File: config.mk
export PLATFORM = sky130hd
export DESIGN_NAME = muldiv_unit
export DESIGN_NICKNAME = d
export VERILOG_FILES = /design/src/rtl/muldiv_pkg.sv /design/src/rtl/muldiv_signfix.sv /design/src/rtl/muldiv_unit.sv
export SDC_FILE = /design/constraint.sdc
export NUM_CORES = 1
export LEC_CHECK = 0
export BUFFER_PORTS_ARGS = -buffer_cell sky130_fd_sc_hd__buf_2
export CAP_MARGIN = 5
export CORE_MARGIN = 1
export CORE_UTILIZATION = 35
export DETAILED_ROUTE_END_ITERATION = 12
export GPL_TIMING_DRIVEN = 0
export HOLD_SLACK_MARGIN = 0.03
export SYNTH_ARGS = -nofsm -noshare
export SYNTH_HDL_FRONTEND = slang
export SYNTH_SLANG_ARGS = --single-unit
File: constraint.sdc
create_clock -name clk -period 6.2 [get_ports clk]
set_input_delay 0.31 -clock clk [delete_from_list [all_inputs] [get_ports clk]]
set_output_delay 0.31 -clock clk [all_outputs]
set_load 0.01 [all_outputs]
File: src/rtl/muldiv_pkg.sv
// Shared definitions for the iterative RV32M multiply/divide unit:
// funct3 op codes, FSM state encoding and datapath constants.
package muldiv_pkg;

  localparam logic [2:0] OP_MUL    = 3'b000;
  localparam logic [2:0] OP_MULH   = 3'b001;
  localparam logic [2:0] OP_MULHSU = 3'b010;
  localparam logic [2:0] OP_MULHU  = 3'b011;
  localparam logic [2:0] OP_DIV    = 3'b100;
  localparam logic [2:0] OP_DIVU   = 3'b101;
  localparam logic [2:0] OP_REM    = 3'b110;
  localparam logic [2:0] OP_REMU   = 3'b111;

  typedef enum logic [1:0] {
    S_IDLE = 2'd0,
    S_CALC = 2'd1,
    S_DONE = 2'd2
  } state_t;

  localparam logic [31:0] INT_MIN = 32'h8000_0000;
  localparam int          STEPS   = 32;

endpackage

File: src/rtl/muldiv_signfix.sv
// Conditional two's-complement negate: magnitude extraction on operands
// and sign correction on results. Ports: value in, neg in, mag out.
module muldiv_signfix #(
  parameter int W = 32
) (
  input  logic [W-1:0] value,
  input  logic         neg,
  output logic [W-1:0] mag
);

  assign mag = neg ? (~value + 1'b1) : value;

endmodule

File: src/rtl/muldiv_unit.sv
// Iterative RV32M multiply/divide: 32-step shift-add / restoring divide.
// Ports: clk, rst, start, op, rs1_data, rs2_data, flush -> busy, done, result.
// Macro MULDIV_DIV_EN builds the divider; without it div ops return 0.
module muldiv_unit
  import muldiv_pkg::*;
#(
  parameter int XLEN = 32
) (
  input  logic            clk,
  input  logic            rst,
  input  logic            start,
  input  logic [2:0]      op,
  input  logic [XLEN-1:0] rs1_data,
  input  logic [XLEN-1:0] rs2_data,
  input  logic            flush,
  output logic            busy,
  output logic            done,
  output logic [XLEN-1:0] result
);

  localparam logic [4:0] LAST = 5'(STEPS - 1);

  state_t            state, state_nxt;
  logic [4:0]        cnt;
  logic [2:0]        op_q;
  logic              neg_q;
  logic [XLEN-1:0]   m_q;
  logic [2*XLEN-1:0] p, p_step;
  logic [2*XLEN-1:0] fix_in, fix_out;
  logic [XLEN:0]     acc;
  logic              sign_a, sign_b;
  logic              neg_a, neg_b, neg_res;
  logic              is_div, special, accept;
  logic [XLEN-1:0]   mag_a, mag_b;
  logic [XLEN-1:0]   spec_res, fin_res;

  // operand signedness by funct3
  always_comb begin
    sign_a = 1'b0;
    sign_b = 1'b0;
    case (op)
      OP_MUL, OP_MULH, OP_DIV, OP_REM: begin
        sign_a = 1'b1;
        sign_b = 1'b1;
      end
      OP_MULHSU: sign_a = 1'b1;
      default: ;
    endcase
  end

  assign neg_a  = sign_a & rs1_data[XLEN-1];
  assign neg_b  = sign_b & rs2_data[XLEN-1];
  assign is_div = op[2];
  // remainder follows the dividend; product/quotient follow sign xor
  assign neg_res = (op[2] & op[1]) ? neg_a : (neg_a ^ neg_b);

  muldiv_signfix #(.W(XLEN)) u_mag_a (
    .value (rs1_data),
    .neg   (neg_a),
    .mag   (mag_a)
  );

  muldiv_signfix #(.W(XLEN)) u_mag_b (
    .value (rs2_data),
    .neg   (neg_b),
    .mag   (mag_b)
  );

  // single-edge cases that bypass CALC
  always_comb begin
`ifdef MULDIV_DIV_EN
    special  = 1'b0;
    spec_res = '0;
    if (is_div && rs2_data == '0) begin
      special  = 1'b1;
      spec_res = op[1] ? rs1_data : '1;
    end else if ((op == OP_DIV || op == OP_REM) &&
                 rs1_data == INT_MIN && rs2_data == '1) begin
      special  = 1'b1;
      spec_res = op[1] ? '0 : INT_MIN;
    end
`else
    special  = is_div;
    spec_res = '0;
`endif
  end

  assign accept = start & ~flush &
                  (state == S_IDLE || state == S_DONE);

  always_ff @(posedge clk or posedge rst) begin
    if (rst) state <= S_IDLE;
    else     state <= state_nxt;
  end

  always_comb begin
    state_nxt = state;
    case (state)
      S_IDLE, S_DONE: begin
        if (accept) state_nxt = special ? S_DONE : S_CALC;
        else        state_nxt = S_IDLE;
      end
      S_CALC: if (cnt == LAST) state_nxt = S_DONE;
      default: state_nxt = S_IDLE;
    endcase
    if (flush) state_nxt = S_IDLE;
  end

  always_comb begin
    busy = (state == S_CALC);
    done = (state == S_DONE);
  end

  // one iteration step; p holds {hi, lo} for mul, {rem, quot} for div
  always_comb begin
    acc    = {1'b0, p[2*XLEN-1:XLEN]} +
             (p[0] ? {1'b0, m_q} : '0);
    p_step = {acc, p[XLEN-1:1]};
`ifdef MULDIV_DIV_EN
    begin : div_step
      logic [XLEN:0]   shl;
      logic [XLEN-1:0] dif;
      logic            ge;
      shl = {p[2*XLEN-1:XLEN], p[XLEN-1]};
      ge  = shl >= {1'b0, m_q};
      dif = shl[XLEN-1:0] - m_q;
      if (op_q[2]) begin
        p_step = ge ? {dif, p[XLEN-2:0], 1'b1}
                    : {shl[XLEN-1:0], p[XLEN-2:0], 1'b0};
      end
    end
`endif
  end

  always_comb begin
    fix_in = p_step;
    if (op_q[2]) begin
      fix_in = {{XLEN{1'b0}},
                op_q[1] ? p_step[2*XLEN-1:XLEN] : p_step[XLEN-1:0]};
    end
  end

  muldiv_signfix #(.W(2*XLEN)) u_fix (
    .value (fix_in),
    .neg   (neg_q),
    .mag   (fix_out)
  );

  assign fin_res = (op_q[2] || op_q == OP_MUL) ?
                   fix_out[XLEN-1:0] : fix_out[2*XLEN-1:XLEN];

  always_ff @(posedge clk or posedge rst) begin
    if (rst) begin
      cnt    <= '0;
      op_q   <= '0;
      neg_q  <= 1'b0;
      m_q    <= '0;
      p      <= '0;
      result <= '0;
    end else if (accept) begin
      cnt   <= '0;
      op_q  <= op;
      neg_q <= neg_res;
      if (is_div) begin
        p   <= {{XLEN{1'b0}}, mag_a};
        m_q <= mag_b;
      end else begin
        p   <= {{XLEN{1'b0}}, mag_b};
        m_q <= mag_a;
      end
      if (special) result <= spec_res;
    end else if (state == S_CALC && !flush) begin
      p   <= p_step;
      cnt <= cnt + 5'd1;
      if (cnt == LAST) result <= fin_res;
    end
  end

endmodule

==> metrics.cfg, run 1 <==
[run_status]
outcome=finished clean

[cts]
cts_sinks=139
ctsHtreeMaxLevel=4
cts_tree=built
numCtsBuffers=17
clk_path_buf_depth=2
clk_pin_slew_ns=0.07
clock_insertion_delay_worst_skew_ns=0.44
cts-root-buf=clkbuf_16
postCtsSetupRepairBufs=0

[drt]
first_pass_iters=7
routedWlPerCell_um=22.0
drtIter0Drc=1369
viasPerCell=5.93
ant_nets=0
drcViolationCount=0
num_vias=13300
routed_wl_mm=49.4

[power_and_ir_drop]
p_leak_nw=5.88
ir_drop_v=0.000181
powerDensity_mw_per_mm2=294

[setup_path]
crit_type=flip-flop to flip-flop
r2r-end=result[8]
slowest_delay_ns=0.78
path_cells=and2_1 -> clkbuf_1 -> buf_2 -> clkbuf_1 -> buf_1 -> clkbuf_2 -> mux2i_1 -> ha_1 -> and3_1 -> nand4_1 -> or4_1 -> nor4b_1 -> a21oi_1 -> xnor2_1 -> o21ai_1
crit_path_start_kind=flip-flop
cpMostUsedCell=clkbuf_1
cp.required_ns=6.50
crit_slowest_cell=nor4b_1
crit-reg2reg-launch=op_q[1]
arrival_ns=6.30
ff2ff_path_depth=15
regToRegSetupSlack_ns=0.20
cp-end-kind=flip-flop
critPathMaxFanout=10
worstSetupStartpoint=op_q[1]

[logic_synthesis]
synth_common_cells=nand2_1 (245), nor2_1 (178), dfrtp_1 (139)
yosysSeqAreaShare=0.282
synth_area_leader_cell=dfrtp_1
ys_ff_latch=139
syn_nets=1765
postSynthAreaPerCell_um2=7.44
netlist_instances=1656
synth_ff_type=dfrtp_1
yosys.area.top_type_share=0.282
ys_top_cells_by_area=dfrtp_1 (28%), nand2_1 (7.5%), a21oi_1 (5.6%)
synth_cell_types=91
synth_most_common_cell=nand2_1
synth-async-reset-ratio=1.00
yosys_warnings=0
synth-edff-count=0
synth_area_mm2=0.0123

[placement]
dpl.hpwl_mm=39.8
place_inst=2215
placed_area_mm2=0.0135
portBuffers=103
gp_congestion=0.994

[worst_hold_path]
hold_end=op_q[0]
holdPathStages=3
hold_class=input port to flip-flop
min-delay-start=op[0]

[die]
dieArea_mm2=0.0360
core_mm2=0.0346
num_rows=68
die_w_um=190
die_h_um=190
initial_core_util=0.356
io-pin-count=105

[sta]
min_period_over_period=0.968
min_period_ns=6.00
max_freq_mhz=167
hold_viol=0
slew_violations=0
setup-tns-final_ns=0
setup-violations-final=0
worst_slew_pin_slew_ns=1.33
fin_skew_ns=0.0137
slew_headroom=0.104
grt_setup_unrepaired=no

[final_layout]
diodes=0
synthToLayoutAreaGrowth_pct=14.3
final_cell_area_mm2=0.0141
final_cells=2248
drive_gt1_frac=0.105
fin_nets=1889

[job]
cap_violations=0

[global_route]
grt_pass1_wl_mm=74.0
grt_pass1_vias=12400
gr-usage-all-layers=0.272
grt_start_max_net_pins=82
antenna_found_initial=0
overflow=0

-- state kept, by name, summed over array words and instances, names as in the netlist --
register	count
p	64
m_q	32
result	32
neg_q	1
cnt	5
state	2
op_q	3
-- logic make-up (layout without fill, tap and decap cells) --
| group | count (synthesis) | count (layout) | share of synthesized area |
|---|---|---|---|
| compound gates | 517 | 517 | 0.270 |
| xor+xnor | 117 | 117 | 0.0844 |
| fa+ha+maj | 38 | 38 | 0.0392 |
| buf+inv | 132 | 269 | 0.0422 |
| flops | 139 | 139 | 0.282 |
| mux | 25 | 25 | 0.0204 |
| simple gates | 688 | 688 | 0.262 |
-- timing repair --
item                                    CTS  global route
hold buffers                              1             0
endpoints found under the setup margin    5            14
hold endpoints to repair                 58             0
resized for setup                         2             7
-- layout by cell type (no fill, tap or decap), types with 17 or more instances in the layout --
| cell | synthesis | layout |
|---|---|---|
| and2_1 | 50 | 50 |
| o21ai_0 | 132 | 132 |
| xnor2_1 | 54 | 54 |
| nor2_1 | 178 | 177 |
| clkbuf_1 | 94 | 93 |
| clkbuf_16 | 0 | 17 |
| nand3_1 | 39 | 39 |
| o211ai_1 | 17 | 17 |
| nor3_1 | 56 | 56 |
| buf_2 | 8 | 111 |
| mux2i_1 | 24 | 24 |
| ha_1 | 37 | 37 |
| inv_1 | 19 | 18 |
| nand2_1 | 245 | 245 |
| a22oi_1 | 18 | 18 |
| a21oi_1 | 137 | 136 |
| xor2_1 | 61 | 61 |
| dfrtp_1 | 139 | 139 |
| a31oi_1 | 43 | 43 |
-- worst max path at each step --
stage	to	cells after the start	slack, ns
2_1_floorplan	result[1]	18	1.36
3_3_place_gp	result[6]	15	-0.39
3_5_place_dp	result[6]	15	-0.41
4_1_cts	result[8]	15	0.16
5_1_grt	result[8]	16	0.009
6_report	result[8]	15	0.20
-- stage by stage --
| stage | hold WS (ns) | util | setup WS (ns) | total power [mW] |
|---|---|---|---|---|
| after floorplan | 0.415 | - | 1.36 | 2.38 |
| after global placement | 0.444 | 0.387 | -0.389 | 3.01 |
| after detailed placement | 0.437 | 0.389 | -0.414 | 3.02 |
| after CTS | 0.123 | 0.406 | 0.159 | 4.09 |
| after global routing | 0.149 | 0.407 | 0.00909 | 4.35 |
| final | 0.137 | 0.407 | 0.201 | 4.15 |
-- layer usage --
metal / vias up / GRT usage / share of wire
met2: 625 / 0.449 / 0.46
met3: 71 / 0.0332 / 0.067
met5: - / 0 / 0
met4: 0 / 0.0797 / 0.023
li1: 6264 / - / -
met1: 6380 / 0.370 / 0.45
-- area by class of cell --
type / count / area, µm²
Buffer: 113 / 452
Clock buffer: 19 / 443
Multi-Input combinational cell: 1385 / 8370
Timing Repair Buffer: 105 / 553
Sequential cell: 139 / 3480
Inverter: 19 / 76.3
Clock inverter: 13 / 155
Tap cell: 455 / 569
Fill cell: 3636 / 20500
-- power breakdown --
part	internal, mW	total [mW]	leakage, nW	switching (mW)
Combinational	0.591	1.88	3.80	1.29
Sequential	1.04	1.19	1.79	0.157
Clock	0.613	1.07	0.290	0.457
Total	2.24	4.15	5.88	1.91
-- critical path, delay by kind of cell, from the launching register on --
| family | cells | cell delay (ns) |
|---|---|---|
| and+or+nand+nor | 5 | 2.06 |
| buffers and inverters | 5 | 2.04 |
| DFF | 1 | 0.56 |
| muxes | 1 | 0.39 |
| AOI/OAI and AO/OA | 2 | 0.28 |
| adders and majority gates | 1 | 0.26 |
| xor gates and xnor gates | 1 | 0.25 |
Note: power is estimated with default switching activity, not from simulation.
==> run 2: changes to the inputs <==
--- a/config.mk
+++ b/config.mk
@@ -8,7 +8,7 @@
 export BUFFER_PORTS_ARGS = -buffer_cell sky130_fd_sc_hd__buf_2
 export CAP_MARGIN = 5
 export CORE_MARGIN = 1
-export CORE_UTILIZATION = 35
+export CORE_UTILIZATION = 45
 export DETAILED_ROUTE_END_ITERATION = 12
 export GPL_TIMING_DRIVEN = 0
 export HOLD_SLACK_MARGIN = 0.03
==> run 2 against run 1 <==
Critical path depth unchanged. Flip-flop and latch count unchanged. Die area down 22%. Sequential power about the same. Register-to-register slack about the same. Worst setup slack better by 0.015 ns. Non-clock buffer count up 2. Largest cell class unchanged. Largest power group unchanged. Worst hold slack worse by 0.0013 ns. Highest routed layer unchanged.
==> metrics.cfg, run 2 (synthesized netlist as in run 1, its figures left out) <==
[worst_hold_path]
hold_class=input port to flip-flop

[sta]
setup-tns-final_ns=0
setup-violations-final=0
hold_viol=0
worst_slew_pin_slew_ns=1.24
whs_ns=0.135
grt_setup_unrepaired=yes
slew_headroom=0.164
fin_skew_ns=0.0157
max_freq_mhz=167
min_period_ns=5.98
min_period_over_period=0.965
slew_violations=0

[die]
io-pin-count=105
initial_core_util=0.459
dieArea_mm2=0.0281
num_rows=60
core_mm2=0.0269
die_w_um=168
die_h_um=168

[setup_path]
path_cells=and2_1 -> clkbuf_1 -> buf_2 -> clkbuf_1 -> buf_1 -> clkbuf_1 -> mux2i_1 -> ha_1 -> and3_1 -> and4_2 -> nor4b_2 -> nand4b_1 -> o311a_1 -> o21ai_0 -> a32o_1
cpMostUsedCell=clkbuf_1
crit_path_start_kind=flip-flop
critPathMaxFanout=10
crit_slowest_cell=clkbuf_1
crit_type=flip-flop to flip-flop
cp-end-kind=flip-flop
arrival_ns=6.36
cp.required_ns=6.58
slowest_delay_ns=0.64

[final_layout]
synthToLayoutAreaGrowth_pct=13.2
fin_nets=1891
reg_top3=p x64, m_q x32, result x32
drive_gt1_frac=0.108
layout_common_cells=nand2_1 (245), nor2_1 (177), dfrtp_1 (139)
final_common_cell=nand2_1
nFillCells=2707
largest_register_ffs=64
largest-register=p
diodes=0

[drt]
ant_nets=0
routedWlPerCell_um=23.2
drtIter0Drc=1334
drcViolationCount=0
num_vias=13200
routed_wl_mm=49.7
first_pass_iters=6
viasPerCell=6.20

[power_and_ir_drop]
powerDensity_mw_per_mm2=297
ir_drop_v=0.000211
finalPower_mw=4.14
p_leak_nw=5.88

[cts]
cts_sinks=139
cts-root-buf=clkbuf_16
ctsHtreeMaxLevel=4
clk_path_buf_depth=2
cts_tree=built
clk_pin_slew_ns=0.08
postCtsSetupRepairBufs=0
clock_insertion_delay_worst_skew_ns=0.45
numCtsBuffers=17

[global_route]
antenna_found_initial=0
grt_start_max_net_pins=82
use_met2=0.594
grt_pass1_wl_mm=75.6
met1_usage=0.464
overflow=0
use_met3=0.0433
gr-usage-all-layers=0.357
grt_pass1_vias=12700
grt.busiest_layer=met2

[placement]
gp_congestion=0.971
dpl.hpwl_mm=39.6
portBuffers=103

[run_status]
outcome=finished clean

[job]
cap_violations=0

run 2: report_power, final:
part / total (mW) / internal [mW] / switching [mW]
Sequential: 1.19 / 1.04 / 0.154
Combinational: 1.89 / 0.595 / 1.29
Clock: 1.06 / 0.537 / 0.525
Total: 4.14 / 2.17 / 1.97
run 2: repair_timing:
action,in CTS,in global routing
hold buffers,1,0
hold endpoints to repair,58,0
resized for setup,4,7
setup endpoints to repair,5,22
pin swaps,0,1
cloned,0,0
run 2: per-layer routing:
| metal | wire length (µm) | vias to the layer above |
|---|---|---|
| li1 | - | 6264 |
| met4 | 1940 | 0 |
| met2 | 23400 | 595 |
| met5 | 0 | - |
| met1 | 20900 | 6269 |
| met3 | 3430 | 107 |
run 2: through the flow:
step                worst slack, ns   util  instance area, µm²  cells
floorplan                      1.36      -               12300   1656
global placement             -0.494  0.494               13300   2100
detailed placement           -0.508  0.496               13300   2103
CTS                       0.0000506  0.518               13900   2136
global route                -0.0747  0.519               14000   2136
finish                        0.216  0.519               14000   2136
run 2: critical path: cells and delay by family, from the launching register on:
family	cells	cell delay, ns
muxes	1	0.34
buffers and inverters	5	2.34
adders and majority gates	1	0.23
DFF	1	0.55
and+or+nand+nor	5	1.62
AOI/OAI and AO/OA	3	0.83
run 2: final timing paths:
kind	from	slack [ns]	depth (start not counted)	endpoint
max	op_q[1]	0.22	15	result[26]
min	op[0]	0.14	3	op_q[0]
max reg2reg	op_q[1]	0.22	15	result[26]
min reg2reg	m_q[10]	0.47	2	m_q[10]
max in group asynchronous	rst	4.89	4	m_q[19]
min in group asynchronous	rst	0.48	3	result[1]
run 2: area by class of cell:
cell class / count / area (µm²) / share of cell area
timing repair buffer: 107 / 566 / 0.0405
buffer: 113 / 450 / 0.0323
multi-input combinational: 1385 / 8380 / 0.601
tap: 341 / 427 / 0.0306
clock buffer: 17 / 425 / 0.0305
clock inverter: 15 / 150 / 0.0108
sequential: 139 / 3480 / 0.249
inverter: 19 / 76.3 / 0.00547
